<file path="src/rtl/moving_avg_filter.sv">
// Stereo boxcar (moving-average) filter over the last 2**LOG2_DEPTH sample pairs.
// Latency: result registered on the accepting edge, visible one cycle later.
// Backpressure: single output stage; in_ready = !out_valid || out_ready.
module moving_avg_filter #(
  parameter int WIDTH      = 24,
  parameter int LOG2_DEPTH = 3
) (
  input  logic             CLOCK_50,
  input  logic             reset,
  input  logic             in_valid,
  input  logic [WIDTH-1:0] in_left,
  input  logic [WIDTH-1:0] in_right,
  output logic             in_ready,
  input  logic             bypass,
  output logic             out_valid,
  output logic [WIDTH-1:0] out_left,
  output logic [WIDTH-1:0] out_right,
  input  logic             out_ready,
  output logic             primed
);

  localparam int DEPTH = 1 << LOG2_DEPTH;
  localparam int SW    = WIDTH + LOG2_DEPTH;
  localparam logic [LOG2_DEPTH:0] FILL_MAX = (LOG2_DEPTH + 1)'(DEPTH);

  // Window storage and running sums, one per channel, sharing a write pointer.
  logic [WIDTH-1:0]      buf_l_q [DEPTH];
  logic [WIDTH-1:0]      buf_r_q [DEPTH];
  logic [SW-1:0]         sum_l_q, sum_r_q;
  logic [SW-1:0]         sum_l_d, sum_r_d;
  logic [LOG2_DEPTH-1:0] wptr_q;
  logic [LOG2_DEPTH:0]   fill_q;

  logic             out_valid_q;
  logic [WIDTH-1:0] out_left_q, out_right_q;
  logic [WIDTH-1:0] out_left_d, out_right_d;
  logic             primed_q;
  logic             accept;

  assign in_ready  = !out_valid_q || out_ready;
  assign accept    = in_valid && in_ready;
  assign out_valid = out_valid_q;
  assign out_left  = out_left_q;
  assign out_right = out_right_q;
  assign primed    = primed_q;

  // Updated sums and the filtered result (sum >>> LOG2_DEPTH, truncated to WIDTH).
  always_comb begin
    sum_l_d = sum_l_q + {{LOG2_DEPTH{in_left[WIDTH-1]}}, in_left}
                      - {{LOG2_DEPTH{buf_l_q[wptr_q][WIDTH-1]}}, buf_l_q[wptr_q]};
    sum_r_d = sum_r_q + {{LOG2_DEPTH{in_right[WIDTH-1]}}, in_right}
                      - {{LOG2_DEPTH{buf_r_q[wptr_q][WIDTH-1]}}, buf_r_q[wptr_q]};
    // The average of WIDTH-bit values always fits in WIDTH bits, so dropping the
    // low LOG2_DEPTH bits of the sum is exactly a floor-shift with no overflow.
    out_left_d  = sum_l_d[SW-1:LOG2_DEPTH];
    out_right_d = sum_r_d[SW-1:LOG2_DEPTH];
    if (bypass) begin
      out_left_d  = in_left;
      out_right_d = in_right;
    end
  end

  // Window, sum, pointer and fill-count update on every accepted sample pair.
  always_ff @(posedge CLOCK_50) begin
    if (reset) begin
      for (int i = 0; i < DEPTH; i++) begin
        buf_l_q[i] <= '0;
        buf_r_q[i] <= '0;
      end
      sum_l_q  <= '0;
      sum_r_q  <= '0;
      wptr_q   <= '0;
      fill_q   <= '0;
      primed_q <= 1'b0;
    end else if (accept) begin
      buf_l_q[wptr_q] <= in_left;
      buf_r_q[wptr_q] <= in_right;
      sum_l_q         <= sum_l_d;
      sum_r_q         <= sum_r_d;
      wptr_q          <= wptr_q + LOG2_DEPTH'(1);
      if (fill_q != FILL_MAX) begin
        fill_q <= fill_q + (LOG2_DEPTH + 1)'(1);
      end
      if (fill_q == FILL_MAX - (LOG2_DEPTH + 1)'(1)) begin
        primed_q <= 1'b1;
      end
    end
  end

  // Output register: load on accept, drop valid when consumed, otherwise hold.
  always_ff @(posedge CLOCK_50) begin
    if (reset) begin
      out_valid_q <= 1'b0;
      out_left_q  <= '0;
      out_right_q <= '0;
    end else if (accept) begin
      out_valid_q <= 1'b1;
      out_left_q  <= out_left_d;
      out_right_q <= out_right_d;
    end else if (out_ready) begin
      out_valid_q <= 1'b0;
    end
  end

endmodule

</file>
<file path="config.mk">
export PLATFORM = sky130hd
export DESIGN_NAME = moving_avg_filter
export DESIGN_NICKNAME = d
export VERILOG_FILES = /design/src/rtl/moving_avg_filter.sv
export SDC_FILE = /design/constraint.sdc
export NUM_CORES = 1
export LEC_CHECK = 0
export BUFFER_PORTS_ARGS = -buffer_cell sky130_fd_sc_hd__buf_2
export CAP_MARGIN = 20
export CORE_MARGIN = 2
export CORE_UTILIZATION = 45
export CTS_CLUSTER_SIZE = 30
export DETAILED_ROUTE_END_ITERATION = 7
export MAX_ROUTING_LAYER = met4
export PLACE_DENSITY = 0.65
export SLEW_MARGIN = 20
export SYNTH_ARGS = -nofsm -noshare
export SYNTH_HDL_FRONTEND = slang
export SYNTH_SLANG_ARGS = --single-unit
</file>
<file path="constraint.sdc">
create_clock -name CLOCK_50 -period 5.7 [get_ports CLOCK_50]
set_clock_uncertainty 0.05 [all_clocks]
set_input_delay 0.285 -clock CLOCK_50 [delete_from_list [all_inputs] [get_ports CLOCK_50]]
set_output_delay 0.285 -clock CLOCK_50 [all_outputs]
set_load 0.005 [all_outputs]
</file>
Yosys cells after proc, flatten, opt, wreduce, memory -nomap -nowiden
Memory sizes are Yosys's and may differ from the RTL's. A register that Yosys moved wholly into a read port is not among the register bits.
Index checks and enable logic that the tools add are counted.
{"block": "classes", "add_sub_neg": 6, "eq_ne": 2, "mux": 19, "n_reduce_logical": 8}
{"cell": "two-way mux 24 bit", "n": 4}
{"cell": "adder 27 bit", "n": 2}
{"cell": "subtractor 27 bit", "n": 2}
{"cell": "OR reduction 24 bit", "n": 2}
{"cell": "two-way mux 3 bit", "n": 6}
{"cell": "two-way mux 1 bit", "n": 9}
{"cell": "adder 4 x 1 -> 4 bit, second input constant", "n": 1}
{"cell": "== test 4 x 3 -> 1 bit, second input constant", "n": 1}
{"cell": "!= test 4 bit, second input constant", "n": 1}
{"cell": "AND reduction 2 bit", "n": 2}
{"cell": "adder 3 x 1 -> 3 bit, second input constant", "n": 1}
{"cell": "nonzero test 2 bit", "n": 1}
{"cell": "logical AND 1 bit", "n": 1}
{"cell": "zero test 1 bit", "n": 1}
{"cell": "logical OR 1 bit", "n": 1}
{"block": "totals", "ff_bits": 111, "ram_bits": 384, "in_bits": 53, "output_inout_bits": 51, "word_cells": 45, "mem_count": 2}
{"memory": "buf_l_q", "words": 8, "word_bits": 24, "read_ports": 1, "rd_clocked_by_memory_dff": 1, "wr": 8, "line_no": "27", "source": "logic [WIDTH-1:0] buf_l_q [DEPTH];"}
{"memory": "buf_r_q", "words": 8, "word_bits": 24, "read_ports": 1, "rd_clocked_by_memory_dff": 1, "wr": 8, "line_no": "28", "source": "logic [WIDTH-1:0] buf_r_q [DEPTH];"}

Longest topological paths before layout
Gate-level depths: netlist of the first run.
{"block": "logic_depth", "depth_word": 8, "ltp_mapped": 17}

Worst setup path after synthesis of the first run
No wires, ideal clock.
{"block": "synth_path", "kind": "input port to flip-flop", "start": "input out_ready", "end": "memory buf_l_q[5][0] (enable)", "setup_ns": 0.520, "arrival_time_ns": 4.560, "required_ns": 5.130, "setup_slack_ns": 0.570, "path_stages": 6, "n_path_buf": 2, "cell_sequence": "nand2b_1 and2_1 clkbuf_1 nand2_1 clkbuf_1 o21ai_0"}
{"element": "from (decl)", "line_no": "18", "source": "input logic out_ready,"}
{"element": "to (decl)", "line_no": "27"}

==> results of run 1 <==
## flip-flops by register name, indices dropped and copies added (netlist names), named ones only
name and flops:
out_valid 1, sum_r_q 27, out_left 24, buf_r_q 192, primed 1, buf_l_q 192
wptr_q 3, out_right 24, sum_l_q 27, fill_q 4
## power by group
| part | internal [mW] | total [mW] | switching (mW) |
|---|---|---|---|
| registers | 4.27 | 4.47 | 0.199 |
| logic | 1.96 | 5.10 | 3.15 |
| clock network | 1.92 | 3.35 | 1.43 |
| total | 8.14 | 12.9 | 4.78 |
## logic make-up after synthesis
| kind of cell | after synthesis | share of synthesized area, % |
|---|---|---|
| AO/OA/AOI/OAI | 335 | 7.978 |
| AND/OR/NAND/NOR | 703 | 13.81 |
| multiplexers | 152 | 10.70 |
| flip-flops | 498 | 53.22 |
| buffers and inverters | 391 | 5.722 |
| XOR/XNOR | 51 | 1.721 |
| adder cells (fa/ha/maj) | 111 | 6.855 |
## how the worst max path moves through the flow
stage                                        to      start  depth (start not counted)  slack [ns]
floorplan           buf_l_q[5][0]$_SDFFCE_PN0P_  out_ready                          6        0.57
global placement      out_left[22]$_SDFFE_PP0P_   register                         13        0.96
detailed placement     sum_l_q[25]$_SDFFE_PP0P_   register                         13        0.92
CTS                    sum_l_q[25]$_SDFFE_PP0P_   register                         13        0.92
global route           sum_l_q[25]$_SDFFE_PP0P_   register                         13        0.66
finish                 sum_l_q[25]$_SDFFE_PP0P_   register                         13        0.89
## through the flow
stage | instances | setup WS [ns] | power [mW] | util, % | area (µm²)
after floorplan | 2241 | 0.5699 | 8.206 | - | 25950
after global placement | 2960 | 0.9639 | 9.435 | 47.39 | 27180
after detailed placement | 2960 | 0.9187 | 9.524 | 47.39 | 27180
after CTS | 3062 | 0.9154 | 12.89 | 50.44 | 28940
after global routing | 3063 | 0.6624 | 13.64 | 50.49 | 28960
final | 3063 | 0.8934 | 12.92 | 50.49 | 28960
## cells in the final DEF, fill, tap and decap left out, types with 37 or more instances in the layout
| cell type | count |
|---|---|
| inv_1 | 163 |
| edfxtp_1 | 384 |
| buf_2 | 102 |
| nand2_1 | 127 |
| nor4_1 | 173 |
| mux4_2 | 96 |
| nor3_1 | 193 |
| nor2_1 | 102 |
| a21oi_1 | 118 |
| clkinv_1 | 37 |
| ha_1 | 59 |
| mux2_2 | 42 |
| clkbuf_16 | 53 |
| dfxtp_1 | 110 |
| o21ai_0 | 73 |
| and2_1 | 48 |
| fa_1 | 52 |
## layer usage
| metal | GRT usage [%] | wire (µm) | share of wire, % |
|---|---|---|---|
| met1 | 32.62 | 29470 | 40 |
| met2 | 42.28 | 36130 | 49 |
| met3 | 3.106 | 5350 | 7.3 |
| met4 | 7.371 | 2115 | 2.9 |
| met5 | - | 0 | 0 |
## cell type report
type | instances | share of cell area (%)
clock buffers | 69 | 5.029
clock inverters | 23 | 0.6739
inverters | 206 | 2.670
multi-input cells | 1352 | 37.12
flip-flops and latches | 498 | 47.74
well taps | 765 | 3.305
repair buffers | 150 | 3.465
## worst max-delay path: stages, from the launching register on
cell,delay (ns)
dfxtp_4,0.82
buf_4,0.39
mux4_2,0.33
mux2_2,0.28
fa_1,0.48
inv_1,0.04
ha_1,0.38
nand4_1,0.13
a21oi_1,0.18
o211ai_1,0.20
o21ai_2,0.28
nand3_1,0.17
o311ai_0,0.72
o21ai_0,0.20
==> impl_metrics.prom, run 1 <==
# TYPE chip_impl_metric gauge
chip_impl_info{name="status",value="finished clean"} 1
chip_impl_info{name="critPathKind",value="register to register"} 1
chip_impl_metric{name="post_cts.resized_instances",unit=""} 0
chip_impl_metric{name="cts-htree-levels",unit=""} 2
chip_impl_metric{name="finalHoldViolCount",unit=""} 0
chip_impl_metric{name="first_global_vias",unit=""} 18761
chip_impl_metric{name="firstDrtPassIters",unit=""} 6
chip_impl_info{name="hold_path_class",value="input pin to register"} 1
chip_impl_metric{name="totalWireLength",unit="µm"} 73060
chip_impl_metric{name="routed_wire_length_per_instance",unit="µm"} 23.85
chip_impl_metric{name="critical_path.max_fanout",unit=""} 46
chip_impl_info{name="yosys_most_used_dff",value="edfxtp_1"} 1
chip_impl_metric{name="port-buffer-count",unit=""} 103
chip_impl_info{name="r2r-end",value="sum_l_q[25]$_SDFFE_PP0P_"} 1
chip_impl_metric{name="synth_seq_cells",unit=""} 498
chip_impl_metric{name="design.portCount",unit=""} 104
chip_impl_metric{name="total_cts_buffers",unit=""} 51
chip_impl_metric{name="leakage",unit="nW"} 10.55
chip_impl_metric{name="pwr_density_cell",unit="nW/µm²"} 446.2
chip_impl_info{name="grt_setup_unrepaired",value="no"} 1
chip_impl_metric{name="multiInputGateArea",unit="µm²"} 10750
chip_impl_metric{name="cts_num_sinks",unit=""} 498
chip_impl_metric{name="synth-warning-count",unit=""} 0
chip_impl_metric{name="finalCriticalPeriod",unit="ns"} 4.807
chip_impl_metric{name="clock_pin_slew_on_the_worst_setup_and_hold_paths",unit="ns"} 0.06
chip_impl_metric{name="synth_enable_flop_cells",unit=""} 384
chip_impl_metric{name="slew_viol_final",unit=""} 0
chip_impl_metric{name="synth.avg_cell_area",unit="µm²"} 11.58
chip_impl_info{name="synth_most_common_cell",value="edfxtp_1"} 1
chip_impl_metric{name="gp_routability_congestion",unit=""} 0.9594
chip_impl_metric{name="grt_first_pass_wirelength",unit="µm"} 112100
chip_impl_metric{name="register_area",unit="µm²"} 13830
chip_impl_metric{name="netlist-cell-type-count",unit=""} 71
chip_impl_info{name="min_from",value="in_left[13]"} 1
chip_impl_metric{name="cp_data_required_time",unit="ns"} 6.10
chip_impl_info{name="crit_path_end_kind",value="register"} 1
chip_impl_metric{name="start_util",unit="%"} 45.25
chip_impl_metric{name="post-route-period-util",unit="%"} 84.33
chip_impl_metric{name="ff2ff_setup_slack",unit="ns"} 0.89
chip_impl_metric{name="synth_nets",unit=""} 2405
chip_impl_metric{name="drcViolationCount",unit=""} 0
chip_impl_metric{name="dr_total_vias",unit=""} 18643
chip_impl_metric{name="grt_antenna_before_repair",unit=""} 0
chip_impl_metric{name="whs",unit="ns"} 0.02149
chip_impl_metric{name="syn_to_final_growth",unit="%"} 11.59
chip_impl_metric{name="achievable-frequency",unit="MHz"} 208.0
chip_impl_metric{name="syn-cell-area",unit="µm²"} 25950
chip_impl_metric{name="vias_per_cell",unit=""} 6.087
chip_impl_metric{name="cts-hold-fix-buffers",unit=""} 10
chip_impl_metric{name="ff2ff_path_depth",unit=""} 13
chip_impl_metric{name="totalNegativeSetupSlack",unit="ns"} 0
chip_impl_metric{name="placement_rows",unit=""} 88
chip_impl_metric{name="setup_failing_eps_final",unit=""} 0
chip_impl_metric{name="fin_nets",unit=""} 2423
chip_impl_info{name="cts_tree",value="built"} 1
chip_impl_metric{name="floorplan.die.height",unit="µm"} 244.2
chip_impl_info{name="worstSetupStartpointType",value="register"} 1
chip_impl_metric{name="antenna_violating_nets_post_route",unit=""} 0
chip_impl_info{name="clockRootBuffer",value="clkbuf_16"} 1
chip_impl_metric{name="grt_start_max_net_pins",unit=""} 99
chip_impl_info{name="synth_top_cells_by_area",value="edfxtp_1, dfxtp_1, mux4_2"} 1
chip_impl_info{name="yosys.area.top_type",value="edfxtp_1"} 1
chip_impl_metric{name="cells_after_synth",unit=""} 2241
chip_impl_info{name="whs_endpoint",value="out_left[13]$_SDFFE_PP0P_"} 1
chip_impl_metric{name="cts_setup_buffers",unit=""} 0
chip_impl_metric{name="dp.final_hpwl",unit="µm"} 45090
chip_impl_metric{name="count_of_inserted_antenna_diode_cells",unit=""} 0
chip_impl_metric{name="floorplan.die_area",unit="µm²"} 59610
chip_impl_metric{name="cts_max_path_buffers",unit=""} 3
chip_impl_metric{name="synth_seq_area_share",unit="%"} 53.22
chip_impl_info{name="synth.top_cells.by_count",value="edfxtp_1, nor3_1, nor4_1, inv_1, clkbuf_1"} 1
chip_impl_metric{name="cap_viol_max_count",unit=""} 0
chip_impl_metric{name="overall_fraction_of_global_route_tracks_in_use",unit="%"} 25.33
chip_impl_metric{name="globalRoute.totalOverflow",unit=""} 0
chip_impl_metric{name="clock_latency",unit="ns"} 0.60
chip_impl_metric{name="fillCellCount",unit=""} 5039
chip_impl_metric{name="coreArea",unit="µm²"} 57370
chip_impl_metric{name="drt-initial-drc-count",unit=""} 1479
chip_impl_metric{name="vdd_ir_drop_max",unit="mV"} 0.2665
chip_impl_metric{name="worst-endpoint-arrival",unit="ns"} 5.21
chip_impl_metric{name="post-synth-top-area-fraction",unit="%"} 44.43
chip_impl_metric{name="timing_worst_slew_pin_value",unit="ns"} 1.079
chip_impl_metric{name="final_layout_size_suffix_gt1_share",unit="%"} 17.32
chip_impl_metric{name="fp.dieW",unit="µm"} 244.2
chip_impl_metric{name="postSynth.asyncResetShare",unit="%"} 0
chip_impl_metric{name="holdPathStages",unit=""} 3
chip_impl_metric{name="timing.max_slew.rel_slack",unit="%"} 28.08
(Power assumes the default switching activity.)
==> run 2: changes to the inputs <==
PLACE_DENSITY = 0.68   (was 0.65)
clock period = 4.1 ns   (was 5.7 ns; I/O delays follow)
==> impl_metrics.prom, run 2 (same netlist as run 1, synthesis figures left out) <==
# TYPE chip_impl_metric gauge
chip_impl_info{name="status",value="finished, violations left"} 1
chip_impl_info{name="failed_checks",value="negative setup slack"} 1
chip_impl_info{name="biggestRegsByFlops",value="buf_l_q x192, buf_r_q x192"} 1
chip_impl_metric{name="dr_total_vias",unit=""} 19565
chip_impl_metric{name="timing.max_slew.rel_slack",unit="%"} 22.10
chip_impl_info{name="min_from",value="in_right[5]"} 1
chip_impl_metric{name="post-route-period-util",unit="%"} 102.3
chip_impl_metric{name="grt_first_pass_wirelength",unit="µm"} 116900
chip_impl_metric{name="ff2ff_setup_slack",unit="ns"} -0.09
chip_impl_metric{name="placedInstanceArea",unit="µm²"} 28380
chip_impl_metric{name="global_route.usage.met1",unit="%"} 31.88
chip_impl_metric{name="antenna_violating_nets_post_route",unit=""} 0
chip_impl_info{name="crit_path_top_delay_cell",value="fa_1"} 1
chip_impl_metric{name="fillCellCount",unit=""} 4758
chip_impl_metric{name="vias_per_cell",unit=""} 6.000
chip_impl_metric{name="syn_to_final_growth",unit="%"} 20.78
chip_impl_info{name="gr-max-usage-layer",value="met2"} 1
chip_impl_metric{name="design_area",unit="µm²"} 31350
chip_impl_metric{name="gp_routability_congestion",unit=""} 0.9496
chip_impl_metric{name="start_util",unit="%"} 45.25
chip_impl_metric{name="pwr_density_cell",unit="nW/µm²"} 658.2
chip_impl_info{name="cts_tree",value="built"} 1
chip_impl_info{name="worstSetupEndpoint",value="sum_l_q[24]$_SDFFE_PP0P_"} 1
chip_impl_metric{name="port-buffer-count",unit=""} 103
chip_impl_metric{name="first_global_vias",unit=""} 19861
chip_impl_metric{name="grt_start_max_net_pins",unit=""} 131
chip_impl_metric{name="floorplan.die_area",unit="µm²"} 59610
chip_impl_metric{name="floorplan.die.height",unit="µm"} 244.2
chip_impl_metric{name="placedCellCount",unit=""} 3104
chip_impl_metric{name="firstDrtPassIters",unit=""} 5
chip_impl_info{name="grt_setup_unrepaired",value="yes"} 1
chip_impl_metric{name="holdPathStages",unit=""} 5
chip_impl_metric{name="placement_rows",unit=""} 88
chip_impl_metric{name="finalHoldViolCount",unit=""} 0
chip_impl_metric{name="coreArea",unit="µm²"} 57370
chip_impl_metric{name="routed_wire_length_per_instance",unit="µm"} 23.62
chip_impl_info{name="crit_path_end_kind",value="register"} 1
chip_impl_metric{name="timing_worst_slew_pin_value",unit="ns"} 1.164
chip_impl_metric{name="leakage",unit="nW"} 11.64
chip_impl_metric{name="vdd_ir_drop_max",unit="mV"} 0.4254
chip_impl_info{name="worstSetupStartpointType",value="register"} 1
chip_impl_metric{name="cts_max_path_buffers",unit=""} 3
chip_impl_metric{name="clock_latency",unit="ns"} 0.61
chip_impl_info{name="layout_common_cells",value="edfxtp_1, nor3_1, buf_4, nor4_1, inv_1"} 1
chip_impl_metric{name="critical_path.max_fanout",unit=""} 8
chip_impl_metric{name="dp.final_hpwl",unit="µm"} 48410
chip_impl_metric{name="final_layout_size_suffix_gt1_share",unit="%"} 26.82
chip_impl_metric{name="pre_cts_slack",unit="ns"} -0.1692
chip_impl_metric{name="clock_pin_slew_on_the_worst_setup_and_hold_paths",unit="ns"} 0.06
chip_impl_info{name="most_common_library_cell_in_the_layout_ignoring_fill_and_taps",value="edfxtp_1"} 1
chip_impl_metric{name="achievable-frequency",unit="MHz"} 238.5
chip_impl_metric{name="cap_viol_max_count",unit=""} 0
chip_impl_metric{name="finalCriticalPeriod",unit="ns"} 4.193
chip_impl_metric{name="setup_slack",unit="ns"} -0.09318
chip_impl_metric{name="overall_fraction_of_global_route_tracks_in_use",unit="%"} 26.28
chip_impl_info{name="ordered_list_of_cells_on_the_worst_path",value="buf_12, mux4_2, mux2_4, fa_1, inv_2, fa_2, a211oi_2, o21bai_2, o21ai_4, o31ai_4, o21a_1, or4b_4, nand3_4, a22o_1"} 1
chip_impl_metric{name="globalRoute.totalOverflow",unit=""} 0
chip_impl_metric{name="groute.layer.met3.usage",unit="%"} 3.172
chip_impl_metric{name="fp.dieW",unit="µm"} 244.2
chip_impl_metric{name="ff2ff_path_depth",unit=""} 14
chip_impl_metric{name="total_cts_buffers",unit=""} 51
chip_impl_metric{name="crit_path_max_incr_delay",unit="ns"} 0.54
chip_impl_metric{name="gr-usage-met2",unit="%"} 43.98
chip_impl_metric{name="design.portCount",unit=""} 104
chip_impl_metric{name="layout.cells.non_filler",unit=""} 3261
chip_impl_info{name="r2r-end",value="sum_l_q[24]$_SDFFE_PP0P_"} 1
chip_impl_info{name="hold_path_class",value="input pin to register"} 1
chip_impl_metric{name="fin_nets",unit=""} 2618
chip_impl_metric{name="grt_antenna_before_repair",unit=""} 2
chip_impl_metric{name="worst-endpoint-arrival",unit="ns"} 4.69
chip_impl_metric{name="slew_viol_final",unit=""} 0
chip_impl_info{name="clockRootBuffer",value="clkbuf_16"} 1
chip_impl_metric{name="cts-htree-levels",unit=""} 2
chip_impl_metric{name="setup_failing_eps_final",unit=""} 5
chip_impl_info{name="critPathKind",value="register to register"} 1
chip_impl_metric{name="drt-initial-drc-count",unit=""} 1435
chip_impl_metric{name="totalWireLength",unit="µm"} 77020
chip_impl_metric{name="cp_data_required_time",unit="ns"} 4.60
chip_impl_metric{name="cts_num_sinks",unit=""} 498
chip_impl_metric{name="drcViolationCount",unit=""} 0
[run 2: cell types whose count changed in the layout (fill, tap and decap cells not counted), moves of 7 or more]
cell / change
a21oi_2: +20
ha_4: +13
dlygate4sd3_1: +22
buf_6: +10
xnor2_1: -7
clkinv_2: -7
ha_1: -15
o21ai_0: -18
buf_4: +151
a21oi_1: -21
nor3_1: -8
o21ai_1: +11
buf_12: +11
[run 2: timing repair]
| action | in CTS | in global routing |
|---|---|---|
| hold buffers | 31 | 1 |
| endpoints found under the hold margin | 43 | 1 |
| gates resized for setup | 47 | 110 |
| buffers inserted | 13 | 16 |
| endpoints found under the setup margin | 28 | 53 |
| gates cloned | 1 | 1 |
| pin swaps | 7 | 32 |
[run 2: worst max-delay path, delay by kind of cell, from the launching register on]
family          cells  cell delay, ns
compound gates      6            1.08
fa+ha+maj           2            0.93
mux                 2            0.81
simple gates        2            0.59
flops               1            0.43
buf+inv             2            0.23
[run 2: worst min-delay path by stage]
stage                                         endpoint
after floorplan                 out_valid$_SDFFE_PP0P_
after global placement        sum_r_q[10]$_SDFFE_PP0P_
after detailed placement      sum_r_q[20]$_SDFFE_PP0P_
after CTS                 buf_r_q[6][17]$_SDFFCE_PN0P_
after global routing       buf_r_q[0][0]$_SDFFCE_PN0P_
final                        out_right[5]$_SDFFE_PP0P_
[run 2: final cells by class]
class                      count  area (µm²)  share of cell area, %
sequential                   498       13830                  44.10
multi-input combinational   1352       11470                  36.58
timing repair buffer         345        2715                  8.661
clock buffer                  67        1356                  4.327
tap                          765       957.2                  3.053
inverter                     206       773.2                  2.467
clock inverter                26       246.5                 0.7863
antenna                        2       5.005                0.01597
[run 2: power breakdown]
group          internal (mW)  switching (mW)
Clock                   2.58            2.03
Sequential              5.93           0.276
Combinational           4.53            5.28
Total                   13.0            7.58
[run 2: per-layer routing]
metal	wire [µm]	share of wire [%]
met5	0	0
met4	4042	5.2
met3	5132	6.7
met2	38580	50
met1	29260	38
[run 2: stage by stage]
stage | util, % | power [mW] | hold slack (ns) | setup TNS [ns]
2_1_floorplan | - | 11.42 | 0.2845 | -98.47
3_3_place_gp | 49.47 | 14.46 | 0.3869 | -1.637
3_5_place_dp | 49.47 | 14.56 | 0.3925 | -2.401
4_1_cts | 53.41 | 19.55 | 0.01805 | -0.1204
5_1_grt | 54.65 | 21.76 | 0.03209 | -3.055
6_report | 54.65 | 20.63 | 0.02575 | -0.3267
==> run 3: changes to the inputs <==
PLACE_DENSITY = 0.65   (was 0.68)
REMOVE_ABC_BUFFERS = 1   (was default)
clock period = 4.3 ns   (was 4.1 ns; I/O delays follow)
==> impl_metrics.prom, run 3 (same netlist as run 1, synthesis figures left out) <==
# TYPE chip_impl_metric gauge
chip_impl_info{name="status",value="finished clean"} 1
chip_impl_info{name="cts_tree",value="built"} 1
chip_impl_metric{name="drcViolationCount",unit=""} 0
chip_impl_metric{name="utilization",unit="%"} 53.74
chip_impl_metric{name="final_layout_size_suffix_gt1_share",unit="%"} 23.98
chip_impl_metric{name="pre_cts_slack",unit="ns"} -0.2314
chip_impl_metric{name="count_of_inserted_antenna_diode_cells",unit=""} 0
chip_impl_metric{name="whs",unit="ns"} 0.02000
chip_impl_metric{name="post-route-period-util",unit="%"} 99.21
chip_impl_metric{name="syn_to_final_growth",unit="%"} 18.77
chip_impl_metric{name="total_cts_buffers",unit=""} 53
chip_impl_metric{name="setup_slack",unit="ns"} 0.03387
chip_impl_metric{name="setup_failing_eps_final",unit=""} 0
chip_impl_metric{name="placedCellCount",unit=""} 3084
chip_impl_metric{name="clock_power_share",unit="%"} 24.4
chip_impl_metric{name="p_int",unit="mW"} 12.10
chip_impl_metric{name="vdd_ir_drop_max",unit="mV"} 0.3663
chip_impl_metric{name="fin_nets",unit=""} 2596
chip_impl_metric{name="fillCellCount",unit=""} 4906
chip_impl_metric{name="leakage",unit="nW"} 11.54
chip_impl_metric{name="cts_num_sinks",unit=""} 498
chip_impl_metric{name="dp.final_hpwl",unit="µm"} 44250
chip_impl_metric{name="dr_total_vias",unit=""} 19048
chip_impl_metric{name="power.share.sequential",unit="%"} 31.1
chip_impl_metric{name="vias_per_cell",unit=""} 5.875
chip_impl_metric{name="timing.max_slew.rel_slack",unit="%"} 37.62
chip_impl_metric{name="worst-endpoint-arrival",unit="ns"} 4.70
chip_impl_metric{name="grt_antenna_before_repair",unit=""} 1
chip_impl_info{name="most_common_library_cell_in_the_layout_ignoring_fill_and_taps",value="edfxtp_1"} 1
chip_impl_metric{name="design.portCount",unit=""} 104
chip_impl_metric{name="first_global_vias",unit=""} 19276
chip_impl_info{name="ordered_list_of_cells_on_the_worst_path",value="buf_4, buf_4, mux4_2, mux2_2, fa_1, inv_1, ha_1, buf_4, nand3_1, nor3_2, a21boi_2, buf_4, nor3_4, nor2_1, or3b_1, a21oi_1, o31ai_1"} 1
chip_impl_metric{name="share_comb_of_total_power",unit="%"} 44.5
chip_impl_info{name="grt_setup_unrepaired",value="yes"} 1
chip_impl_metric{name="totalWireLength",unit="µm"} 72450
chip_impl_info{name="crit_path_top_delay_cell",value="mux4_2"} 1
chip_impl_info{name="crit_path_end_kind",value="register"} 1
chip_impl_metric{name="placement_rows",unit=""} 88
chip_impl_metric{name="grt_first_pass_wirelength",unit="µm"} 112200
chip_impl_metric{name="overall_fraction_of_global_route_tracks_in_use",unit="%"} 25.12
chip_impl_info{name="layout_common_cells",value="edfxtp_1, nor3_1, nor4_1, inv_1, buf_4"} 1
chip_impl_metric{name="power.total",unit="mW"} 18.91
chip_impl_metric{name="coreArea",unit="µm²"} 57370
chip_impl_metric{name="grt_start_max_net_pins",unit=""} 175
chip_impl_metric{name="switching_share",unit="%"} 36.00
chip_impl_metric{name="floorplan.die_area",unit="µm²"} 59610
chip_impl_info{name="worst_path_dominant_cell_family",value="simple AND/OR/NAND/NOR gates"} 1
chip_impl_metric{name="register_area",unit="µm²"} 13830
chip_impl_metric{name="gp_routability_congestion",unit=""} 0.9104
chip_impl_metric{name="globalRoute.totalOverflow",unit=""} 0
chip_impl_metric{name="antenna_violating_nets_post_route",unit=""} 0
chip_impl_metric{name="port-buffer-count",unit=""} 103
chip_impl_metric{name="crit_path_max_incr_delay",unit="ns"} 0.50
chip_impl_metric{name="critical_path.max_fanout",unit=""} 7
chip_impl_metric{name="cts-htree-levels",unit=""} 2
chip_impl_metric{name="start_util",unit="%"} 45.25
chip_impl_metric{name="clock_latency",unit="ns"} 0.61
chip_impl_metric{name="total_switching_power",unit="mW"} 6.809
chip_impl_metric{name="drt-initial-drc-count",unit=""} 1622
chip_impl_info{name="biggestRegsByFlops",value="buf_l_q x192, buf_r_q x192"} 1
chip_impl_metric{name="multiInputGateArea",unit="µm²"} 11030
chip_impl_info{name="clockRootBuffer",value="clkbuf_16"} 1
chip_impl_info{name="cp_common_cell",value="buf_4"} 1
chip_impl_metric{name="floorplan.die.height",unit="µm"} 244.2
chip_impl_metric{name="layout.cells.non_filler",unit=""} 3242
chip_impl_metric{name="cap_viol_max_count",unit=""} 0
chip_impl_metric{name="routed_wire_length_per_instance",unit="µm"} 22.35
chip_impl_metric{name="cp_data_required_time",unit="ns"} 4.73
chip_impl_metric{name="cts_max_path_buffers",unit=""} 3
chip_impl_metric{name="firstDrtPassIters",unit=""} 8
chip_impl_metric{name="timing_worst_slew_pin_value",unit="ns"} 0.9357
chip_impl_info{name="worstSetupStartpointType",value="register"} 1
chip_impl_metric{name="ff2ff_setup_slack",unit="ns"} 0.03
chip_impl_metric{name="finalCriticalPeriod",unit="ns"} 4.266
chip_impl_metric{name="pwr_density_cell",unit="nW/µm²"} 613.6
chip_impl_info{name="hold_path_class",value="input pin to register"} 1
chip_impl_metric{name="slew_viol_final",unit=""} 0
chip_impl_metric{name="path_buf_inv",unit=""} 5
chip_impl_metric{name="achievable-frequency",unit="MHz"} 234.4
chip_impl_metric{name="finalHoldViolCount",unit=""} 0
chip_impl_metric{name="fp.dieW",unit="µm"} 244.2
chip_impl_metric{name="clock_pin_slew_on_the_worst_setup_and_hold_paths",unit="ns"} 0.06
chip_impl_info{name="critPathKind",value="register to register"} 1
[run 3: worst paths after layout]
path | from | endpoint | depth (start not counted)
hold / removal | in_right[3] | buf_r_q[2][3]$_SDFFCE_PN0P_ | 2
hold reg to reg | out_left[5]$_SDFFE_PP0P_ | out_left[5]$_SDFFE_PP0P_ | 2
setup reg to reg | register | out_right[23]$_SDFFE_PP0P_ | 17
setup / recovery | register | out_right[23]$_SDFFE_PP0P_ | 17
[run 3: through the flow]
step,instance area [µm²],setup TNS [ns]
floorplan,25240,-2894.40
detailed placement,28210,-1.549
global route,30830,-0.6977
global placement,28210,-1.190
CTS,30430,-0.01402
finish,30830,0
[run 3: power groups by stage]
stage | Clock, mW | Sequential [mW] | Combinational [mW]
after floorplan | 0 | 5.99 | 4.86
after global placement | 0 | 5.96 | 7.75
after detailed placement | 0 | 5.98 | 7.81
after CTS | 4.70 | 5.88 | 7.96
after global routing | 4.87 | 5.93 | 9.25
final | 4.62 | 5.88 | 8.41
[run 3: layout make-up]
class | count | share of cell area, %
clock inverters | 31 | 0.9336
well taps | 765 | 3.105
clock buffers | 69 | 4.700
flip-flops and latches | 498 | 44.85
inverters | 206 | 2.508
repair buffers | 321 | 8.134
multi-input cells | 1352 | 35.77
[run 3: repair_timing]
| action | in CTS | in global routing |
|---|---|---|
| pin swaps | 2 | 16 |
| setup buffers | 3 | 15 |
| endpoints found under the setup margin | 21 | 42 |
| endpoints found under the hold margin | 55 | 0 |
| resized for setup | 13 | 58 |
| gates cloned | 1 | 1 |
| hold buffers | 38 | 0 |
[run 3: metal layers]
layer / vias to the layer above / wire length, µm / part of all wire [%] / track usage (%)
met5: - / 0 / 0 / -
li1: 8706 / - / - / -
met2: 694 / 35860 / 49 / 41.62
met4: 0 / 1734 / 2.4 / 6.797
met1: 9504 / 30080 / 42 / 32.89
met3: 144 / 4779 / 6.6 / 2.996
